--- src/rtl/err_compute_seq.sv ---
// rtl/err_compute_seq.sv - self-sequenced weighted IR error accumulator with saturating output
module err_compute_seq #(
    parameter int NUM_PAIRS = 4,
    parameter int IR_W      = 12,
    parameter int ERR_W     = 16,
    parameter int SAT       = 1
) (
    input  logic                        clk,
    input  logic                        rst_n,
    input  logic                        IR_vld,
    input  logic                        err_mode,
    input  logic [NUM_PAIRS*IR_W-1:0]   IR_R,
    input  logic [NUM_PAIRS*IR_W-1:0]   IR_L,
    output logic signed [ERR_W-1:0]     error,
    output logic                        err_vld,
    output logic                        busy
);

    localparam int ACC_W  = IR_W + NUM_PAIRS + 2;
    localparam int IDX_W  = $clog2(2 * NUM_PAIRS);
    localparam int PAIR_W = (NUM_PAIRS > 1) ? $clog2(NUM_PAIRS) : 1;
    localparam int WIDE   = ((ACC_W > ERR_W) ? ACC_W : ERR_W) + 1;
    localparam logic [IDX_W-1:0] LAST_IDX = IDX_W'(2 * NUM_PAIRS - 1);
    localparam logic signed [WIDE-1:0] SAT_MAX =
        {{(WIDE - ERR_W + 1){1'b0}}, {(ERR_W - 1){1'b1}}};
    localparam logic signed [WIDE-1:0] SAT_MIN =
        {{(WIDE - ERR_W + 1){1'b1}}, {(ERR_W - 1){1'b0}}};

    typedef enum logic [1:0] {
        S_IDLE,
        S_ACCUM,
        S_DONE
    } state_t;

    state_t                         r_state;
    logic signed [ACC_W-1:0]        r_acc;
    logic [IDX_W-1:0]               r_idx;
    logic [NUM_PAIRS*IR_W-1:0]      r_snap_r;
    logic [NUM_PAIRS*IR_W-1:0]      r_snap_l;
    logic                           r_mode;
    logic signed [ERR_W-1:0]        r_error;
    logic                           r_err_vld;
    logic                           r_busy;

    logic [PAIR_W-1:0]              w_pair;
    logic [IR_W-1:0]                w_sel;
    logic [ACC_W-1:0]               w_ext;
    logic signed [ACC_W-1:0]        w_term;
    logic signed [ACC_W-1:0]        w_next;
    logic signed [WIDE-1:0]         w_wide;
    logic signed [ERR_W-1:0]        w_result;

    // Even index is the right reading of pair idx/2, odd index the left one.
    assign w_pair = PAIR_W'(r_idx >> 1);
    assign w_sel  = r_idx[0] ? r_snap_l[w_pair*IR_W +: IR_W]
                             : r_snap_r[w_pair*IR_W +: IR_W];
    assign w_ext  = ACC_W'(w_sel);
    assign w_term = r_mode ? w_ext : (w_ext << w_pair);
    assign w_next = r_idx[0] ? (r_acc - w_term) : (r_acc + w_term);

    assign w_wide = WIDE'(r_acc);

    always_comb begin
        w_result = w_wide[ERR_W-1:0];
        if (SAT != 0) begin
            if (w_wide > SAT_MAX) begin
                w_result = SAT_MAX[ERR_W-1:0];
            end else if (w_wide < SAT_MIN) begin
                w_result = SAT_MIN[ERR_W-1:0];
            end
        end
    end

    always_ff @(posedge clk) begin
        if (!rst_n) begin
            r_state   <= S_IDLE;
            r_acc     <= '0;
            r_idx     <= '0;
            r_snap_r  <= '0;
            r_snap_l  <= '0;
            r_mode    <= 1'b0;
            r_error   <= '0;
            r_err_vld <= 1'b0;
            r_busy    <= 1'b0;
        end else begin
            r_err_vld <= 1'b0;
            case (r_state)
                S_IDLE: begin
                    if (IR_vld) begin
                        r_snap_r <= IR_R;
                        r_snap_l <= IR_L;
                        r_mode   <= err_mode;
                        r_acc    <= '0;
                        r_idx    <= '0;
                        r_busy   <= 1'b1;
                        r_state  <= S_ACCUM;
                    end
                end
                S_ACCUM: begin
                    r_acc <= w_next;
                    r_idx <= r_idx + 1'b1;
                    if (r_idx == LAST_IDX) begin
                        r_state <= S_DONE;
                    end
                end
                S_DONE: begin
                    r_error   <= w_result;
                    r_err_vld <= 1'b1;
                    r_busy    <= 1'b0;
                    r_state   <= S_IDLE;
                end
                default: begin
                    r_state <= S_IDLE;
                    r_busy  <= 1'b0;
                end
            endcase
        end
    end

    assign error   = r_error;
    assign err_vld = r_err_vld;
    assign busy    = r_busy;

endmodule

--- config.mk ---
export PLATFORM = sky130hd
export DESIGN_NAME = err_compute_seq
export DESIGN_NICKNAME = d
export VERILOG_FILES = /design/src/rtl/err_compute_seq.sv
export SDC_FILE = /design/constraint.sdc
export NUM_CORES = 1
export LEC_CHECK = 0
export BUFFER_PORTS_ARGS = -buffer_cell sky130_fd_sc_hd__buf_4
export CAP_MARGIN = 25
export CELL_PAD_IN_SITES_DETAIL_PLACEMENT = 2
export CELL_PAD_IN_SITES_GLOBAL_PLACEMENT = 2
export CORE_MARGIN = 1.5
export CORE_UTILIZATION = 30
export CTS_CLUSTER_SIZE = 24
export DETAILED_ROUTE_END_ITERATION = 7
export MAX_ROUTING_LAYER = met4
export PLACE_DENSITY = 0.87
export SLEW_MARGIN = 5
export SYNTH_ARGS = -nofsm -noshare
export SYNTH_HDL_FRONTEND = slang
export SYNTH_SLANG_ARGS = --single-unit
--- constraint.sdc ---
create_clock -name clk -period 5.1 [get_ports clk]
set_clock_uncertainty 0.2 [all_clocks]
set_input_delay 0.255 -clock clk [delete_from_list [all_inputs] [get_ports clk]]
set_output_delay 0.255 -clock clk [all_outputs]
set_load 0.02 [all_outputs]
==> results of run 1 <==
## worst paths after layout
| kind | startpoint | endpoint | slack (ns) | cells after the start |
|---|---|---|---|---|
| hold reg to reg | error[8] | error[8] | 0.25 | 2 |
| hold / removal | error[8] | error[8] | 0.25 | 2 |
| setup / recovery | r_idx[1] | r_acc[17] | 0.32 | 18 |
| setup reg to reg | r_idx[1] | r_acc[17] | 0.32 | 18 |
## final cells by class
class	instances	area, um^2
clock buffers	18	429
repair buffers	276	2330
flip-flops and latches	138	2770
fillers	2642	13800
multi-input cells	712	4290
inverters	15	58.8
clock inverters	14	124
well taps	324	405
## placed cells by master, fill, tap and decap left out, types with 3 or more instances in the layout
master,n
xnor2_1,7
dfxtp_1,136
mux4_2,10
nand4_1,4
o21ai_0,28
ha_1,20
clkbuf_16,17
nand3b_1,4
o221ai_1,3
nand2b_1,6
clkinvlp_4,3
nor2_1,40
xor2_1,12
and2_1,4
mux2i_1,17
buf_4,176
clkinv_4,3
a31oi_1,13
a21o_1,3
a21oi_1,146
nor2b_1,7
a211oi_1,10
inv_6,6
inv_1,14
o31ai_1,6
nand3_1,28
a21boi_0,4
mux2_2,21
dlygate4sd3_1,99
or2_2,4
nor3_1,15
nand2_1,242
mux4_1,3
and3_1,4
or3_1,5
a21oi_2,3
o22ai_1,3
## cells by family (layout without fill, tap and decap cells)
| logic type | after synthesis | after routing | synth area share |
|---|---|---|---|
| flip-flops | 138 | 138 | 0.377 |
| multiplexers | 53 | 53 | 0.100 |
| AO/OA/AOI/OAI | 246 | 246 | 0.200 |
| XOR/XNOR | 19 | 19 | 0.0227 |
| AND/OR/NAND/NOR | 373 | 373 | 0.220 |
| buffers and inverters | 79 | 323 | 0.0438 |
| adder cells (fa/ha/maj) | 21 | 21 | 0.0369 |
## flip-flops by register name, indices dropped and copies added (netlist names)
register / count
r_snap_l: 48
r_snap_r: 48
r_acc: 18
error: 16
r_idx: 3
r_state: 2
busy: 1
err_vld: 1
r_mode: 1
## metal layers
layer | vias to the layer above | global-route usage | share of wire
li1 | 3709 | - | -
met1 | 3961 | 0.285 | 0.39
met2 | 204 | 0.498 | 0.54
met3 | 84 | 0.0443 | 0.033
met4 | 0 | 0.117 | 0.034
met5 | - | - | 0
## worst register-to-register path, delay by kind of cell (launching register included)
family,cells,cell delay (ns)
muxes,2,0.47
AOI/OAI and AO/OA,8,1.87
xor gates and xnor gates,1,0.15
adders and majority gates,1,0.31
and+or+nand+nor,5,1.01
DFF,1,0.48
buffers and inverters,1,0.20
## per-stage QoR
stage	instance area [um^2]	hold WS, ns	setup slack [ns]	cells	util
2_1_floorplan	7330	0.191	0.278	929	-
3_3_place_gp	8780	0.240	0.326	1360	0.363
3_5_place_dp	8780	0.249	0.193	1360	0.363
4_1_cts	10300	0.257	0.151	1491	0.427
5_1_grt	10400	0.279	0.00119	1497	0.431
6_report	10400	0.252	0.318	1497	0.431
## power groups by stage
stage / registers (mW) / logic [mW] / clock network [mW]
5_1_grt: 1.23 / 1.04 / 1.27
4_1_cts: 1.22 / 0.915 / 1.22
2_1_floorplan: 1.20 / 0.539 / 0
6_report: 1.22 / 0.949 / 1.21
3_3_place_gp: 1.23 / 0.791 / 0
3_5_place_dp: 1.24 / 0.835 / 0
## what timing repair did
action                                 in CTS  in global routing
setup endpoints to repair                   0                  9
hold buffers                               99                  0
endpoints found under the hold margin     100                  0
gates resized for setup                     0                 11
buffers inserted                            0                  6
==> results.sh, run 1 <==
export IMPL_setup_viol=0
export IMPL_final_min_clock_period_ns=4.78
export IMPL_post_route_drc_count=0
export IMPL_yosysMostFrequentCell="nand2_1"
export IMPL_slowest_delay_ns=0.48
export IMPL_ir_worst_vdd_uv=162
export IMPL_holdCritPathClass="reg2reg"
export IMPL_cts_tree="built"
export IMPL_synth_top_area_cell="dfxtp_1"
export IMPL_internal_power_mw=2.22
export IMPL_synthFlopType="dfxtp_1"
export IMPL_clk_pin_slew_ns=0.06
export IMPL_endpoint_kind="flip-flop"
export IMPL_die_w_um=159
export IMPL_grt_max_degree=80
export IMPL_grt_usage=0.271
export IMPL_synth_top_area_share=0.377
export IMPL_max_slew_margin_rel=0.418
export IMPL_final_nets=1281
export IMPL_clkPwrFrac=0.358
export IMPL_area_growth_pct=42.0
export IMPL_grt_first_pass_wirelength_um=51800
export IMPL_maxCapViolations=0
export IMPL_outcome="finished, final reports clean"
export IMPL_dp_hpwl_um=20100
export IMPL_synth_edff_count=0
export IMPL_synth_seq_area_share=0.377
export IMPL_yosys_warnings=0
export IMPL_crit_fanout=16
export IMPL_crit_arrival_ns=4.95
export IMPL_avgSynthCellArea_um2=7.89
export IMPL_num_vias=7958
export IMPL_io_pins=118
export IMPL_synthTopCellsByCount="nand2_1 (243), a21oi_1 (149), dfxtp_1 (138)"
export IMPL_netlist_area_um2=7330
export IMPL_crit_path_frequent_cell="a221oi_2"
export IMPL_die_area_um2=25400
export IMPL_antenna_found_initial=0
export IMPL_num_antenna_cells=0
export IMPL_cts_buffer_depth=2
export IMPL_seqPwrFrac=0.361
export IMPL_cts_made_buffers=17
export IMPL_netSwitchingFraction=0.342
export IMPL_dr_pass1_iters=4
export IMPL_tns_ns=0
export IMPL_drive_gt1_frac=0.225
export IMPL_fin_crit_sh=0.938
export IMPL_die_h_um=159
export IMPL_path_buf_inv=1
export IMPL_root_buffer="clkbuf_16"
export IMPL_synth_seq_cells=138
export IMPL_pwr_density_cell_nw_per_um2=324
export IMPL_cts_sinks=138
export IMPL_rows=57
export IMPL_total_power_mw=3.38
export IMPL_drt_iter0_drc=334
export IMPL_clk_insertion_delay_late_ns=0.44
export IMPL_core_area_um2=24200
export IMPL_yosysUniqueCellTypes=64
export IMPL_drv_slew=0
export IMPL_cpLargestDelayFamily="compound AO/OA/AOI/OAI gates"
export IMPL_fmax_mhz=209
export IMPL_grt_overflow=0
export IMPL_grt_pass1_vias=9010
export IMPL_critPathRequiredTime_ns=5.27
export IMPL_gp_congestion=0.936
export IMPL_cp_start_kind="flip-flop"
export IMPL_grt_setup_unrepaired="no"
export IMPL_switchingPower_mw=1.15
export IMPL_async_flop_share=0
export IMPL_synth_nets=1050
export IMPL_cp_cell_sequence="mux2_2, a222oi_1, buf_4, a21oi_1, a221oi_2, nand3_2, nor4_4, a31oi_1, xnor2_1, ha_1, and3_1, a221oi_2, o21bai_1, a32oi_1, nand3_1, a21boi_0, mux2i_1, nand4_1"
export IMPL_leakagePower_nw=4.18
export IMPL_avgViaCountPerCell=5.32
export IMPL_power_frac_comb=0.281
export IMPL_wirelength_um=33300
export IMPL_synthCells=929
export IMPL_htreeDepth=4
export IMPL_worst_pin_slew_ns=0.872
export IMPL_numPortBuffers=117
export IMPL_hold_violations=0
export IMPL_synth_area_leaders="dfxtp_1 (38%), nand2_1 (12%), a21oi_1 (10%), ha_1 (3.4%), mux2_2 (3.2%)"
export IMPL_avgRoutedWirePerCell_um=22.2
export IMPL_path_class="reg2reg"
export IMPL_start_util=0.303
export IMPL_slowest_stage="dfxtp_4"
export IMPL_drtAntennaViolNets=0
No activity file was read; power rests on OpenSTA's default activity.
==> run 2: changes to the inputs <==
CELL_PAD_IN_SITES_DETAIL_PLACEMENT = 0   (was 2)
CELL_PAD_IN_SITES_GLOBAL_PLACEMENT = 1   (was 2)
CORE_UTILIZATION = 38   (was 30)
PLACE_DENSITY = 0.88   (was 0.87)
==> results.sh, run 2 (same netlist as run 1, synthesis figures left out) <==
export IMPL_outcome="finished, final reports clean"
export IMPL_endpoint_kind="flip-flop"
export IMPL_grt_first_pass_wirelength_um=35300
export IMPL_layout_cells_non_filler=1408
export IMPL_leakagePower_nw=4.08
export IMPL_grt_usage=0.231
export IMPL_internal_power_mw=2.25
export IMPL_fin_crit_sh=0.909
export IMPL_grt_overflow=0
export IMPL_pwr_density_cell_nw_per_um2=317
export IMPL_htreeDepth=4
export IMPL_crit_fanout=16
export IMPL_gp_congestion=0.930
export IMPL_die_w_um=142
export IMPL_drive_gt1_frac=0.210
export IMPL_crit_arrival_ns=4.80
export IMPL_holdCritPathClass="reg2reg"
export IMPL_critPathRequiredTime_ns=5.26
export IMPL_grt_setup_unrepaired="no"
export IMPL_die_area_um2=20100
export IMPL_cts_buffer_depth=2
export IMPL_avgViaCountPerCell=5.15
export IMPL_r2r_start="r_idx[1]"
export IMPL_root_buffer="clkbuf_16"
export IMPL_multi_input_area_um2=4300
export IMPL_grt_busiest_layer="met2"
export IMPL_use_met2=0.400
export IMPL_start_util=0.389
export IMPL_final_nets=1257
export IMPL_clk_pin_slew_ns=0.06
export IMPL_cp_start_kind="flip-flop"
export IMPL_netSwitchingFraction=0.301
export IMPL_drtAntennaViolNets=0
export IMPL_maxCapViolations=0
export IMPL_num_vias=7245
export IMPL_antenna_found_initial=0
export IMPL_clk_insertion_delay_late_ns=0.42
export IMPL_final_min_clock_period_ns=4.64
export IMPL_min_from="error[13]"
export IMPL_dr_pass1_iters=5
export IMPL_die_h_um=142
export IMPL_switchingPower_mw=0.968
export IMPL_rows=50
export IMPL_fmax_mhz=216
export IMPL_cts_made_buffers=17
export IMPL_final_common_cell="nand2_1"
export IMPL_place_inst=1275
export IMPL_path_class="reg2reg"
export IMPL_max_slew_margin_rel=0.381
export IMPL_cts_tree="built"
export IMPL_clkPwrFrac=0.375
export IMPL_cts_sinks=138
export IMPL_core_area_um2=18800
export IMPL_fin_ws_ns=0.463
export IMPL_critPathLaunch="r_idx[1]"
export IMPL_hold_violations=0
export IMPL_grt_pass1_vias=6917
export IMPL_setup_viol=0
export IMPL_post_route_drc_count=0
export IMPL_gr_usage_met1=0.276
export IMPL_reg_top3="r_snap_l x48, r_snap_r x48, r_acc x18"
export IMPL_num_antenna_cells=0
export IMPL_tns_ns=0
export IMPL_final_cell_mix="nand2_1 (242), buf_4 (152), a21oi_1 (147)"
export IMPL_wirelength_um=21900
export IMPL_seqPwrFrac=0.375
export IMPL_drt_iter0_drc=400
export IMPL_ff_latch_area_um2=2770
export IMPL_use_met3=0.0391
export IMPL_drv_slew=0
export IMPL_dp_hpwl_um=15400
export IMPL_numPortBuffers=117
export IMPL_avgRoutedWirePerCell_um=15.6
export IMPL_fillers=1759
export IMPL_grt_max_degree=102
export IMPL_ir_worst_vdd_uv=236
export IMPL_io_pins=118
export IMPL_area_growth_pct=38.7
export IMPL_worst_pin_slew_ns=0.928
export IMPL_power_frac_comb=0.250
export IMPL_dp_slack_ns=0.0675
[run 2: layout make-up]
class,instances,area share
clock buffers,18,0.0422
multi-input cells,712,0.423
clock inverters,13,0.0140
flip-flops and latches,138,0.272
well taps,260,0.0320
inverters,15,0.00566
repair buffers,252,0.211
[run 2: repair_timing]
action / 4_1_cts / 5_1_grt
endpoints found under the setup margin: 0 / 7
buffers inserted: 0 / 3
hold buffers: 99 / 0
hold endpoints to repair: 101 / 0
resized for setup: 0 / 14
[run 2: critical path: stages, from the launching register on]
cell,delay [ns]
dfxtp_4,0.44
buf_6,0.23
mux4_2,0.55
nand2_1,0.09
o31ai_1,0.08
a221oi_2,0.41
nand3_2,0.22
nor4_2,0.30
a31oi_1,0.14
xnor2_1,0.16
ha_1,0.34
and3_1,0.23
a221oi_2,0.30
o21bai_1,0.12
a32oi_1,0.20
nand3_1,0.16
a21boi_0,0.20
mux2i_1,0.10
nand4_1,0.10
[run 2: metal layers]
metal | up-vias | share of wire
met5 | - | 0
li1 | 3669 | -
met1 | 3386 | 0.44
met4 | 0 | 0.014
met2 | 164 | 0.51
met3 | 26 | 0.039
[run 2: path summary, 6_finish.rpt]
check / to / slack, ns / cells after the start
min reg2reg: error[13] / 0.25 / 2
max reg2reg: r_acc[17] / 0.46 / 18
max: r_acc[17] / 0.46 / 18
min: error[13] / 0.25 / 2
[run 2: power by group through the flow]
| stage | combinational [mW] | clock (mW) | sequential, mW |
|---|---|---|---|
| after floorplan | 0.539 | 0 | 1.20 |
| after global placement | 0.725 | 0 | 1.23 |
| after detailed placement | 0.730 | 0 | 1.23 |
| after CTS | 0.794 | 1.23 | 1.21 |
| after global routing | 0.902 | 1.28 | 1.22 |
| final | 0.806 | 1.21 | 1.21 |
[run 2: metrics by stage]
| stage | hold WS (ns) | instance area, um^2 | util | total power [mW] |
|---|---|---|---|---|
| finish | 0.248 | 10200 | 0.540 | 3.22 |
| global route | 0.266 | 10200 | 0.540 | 3.40 |
| CTS | 0.252 | 10100 | 0.536 | 3.23 |
| detailed placement | 0.244 | 8530 | 0.453 | 1.96 |
| global placement | 0.239 | 8530 | 0.453 | 1.96 |
| floorplan | 0.191 | 7330 | - | 1.74 |
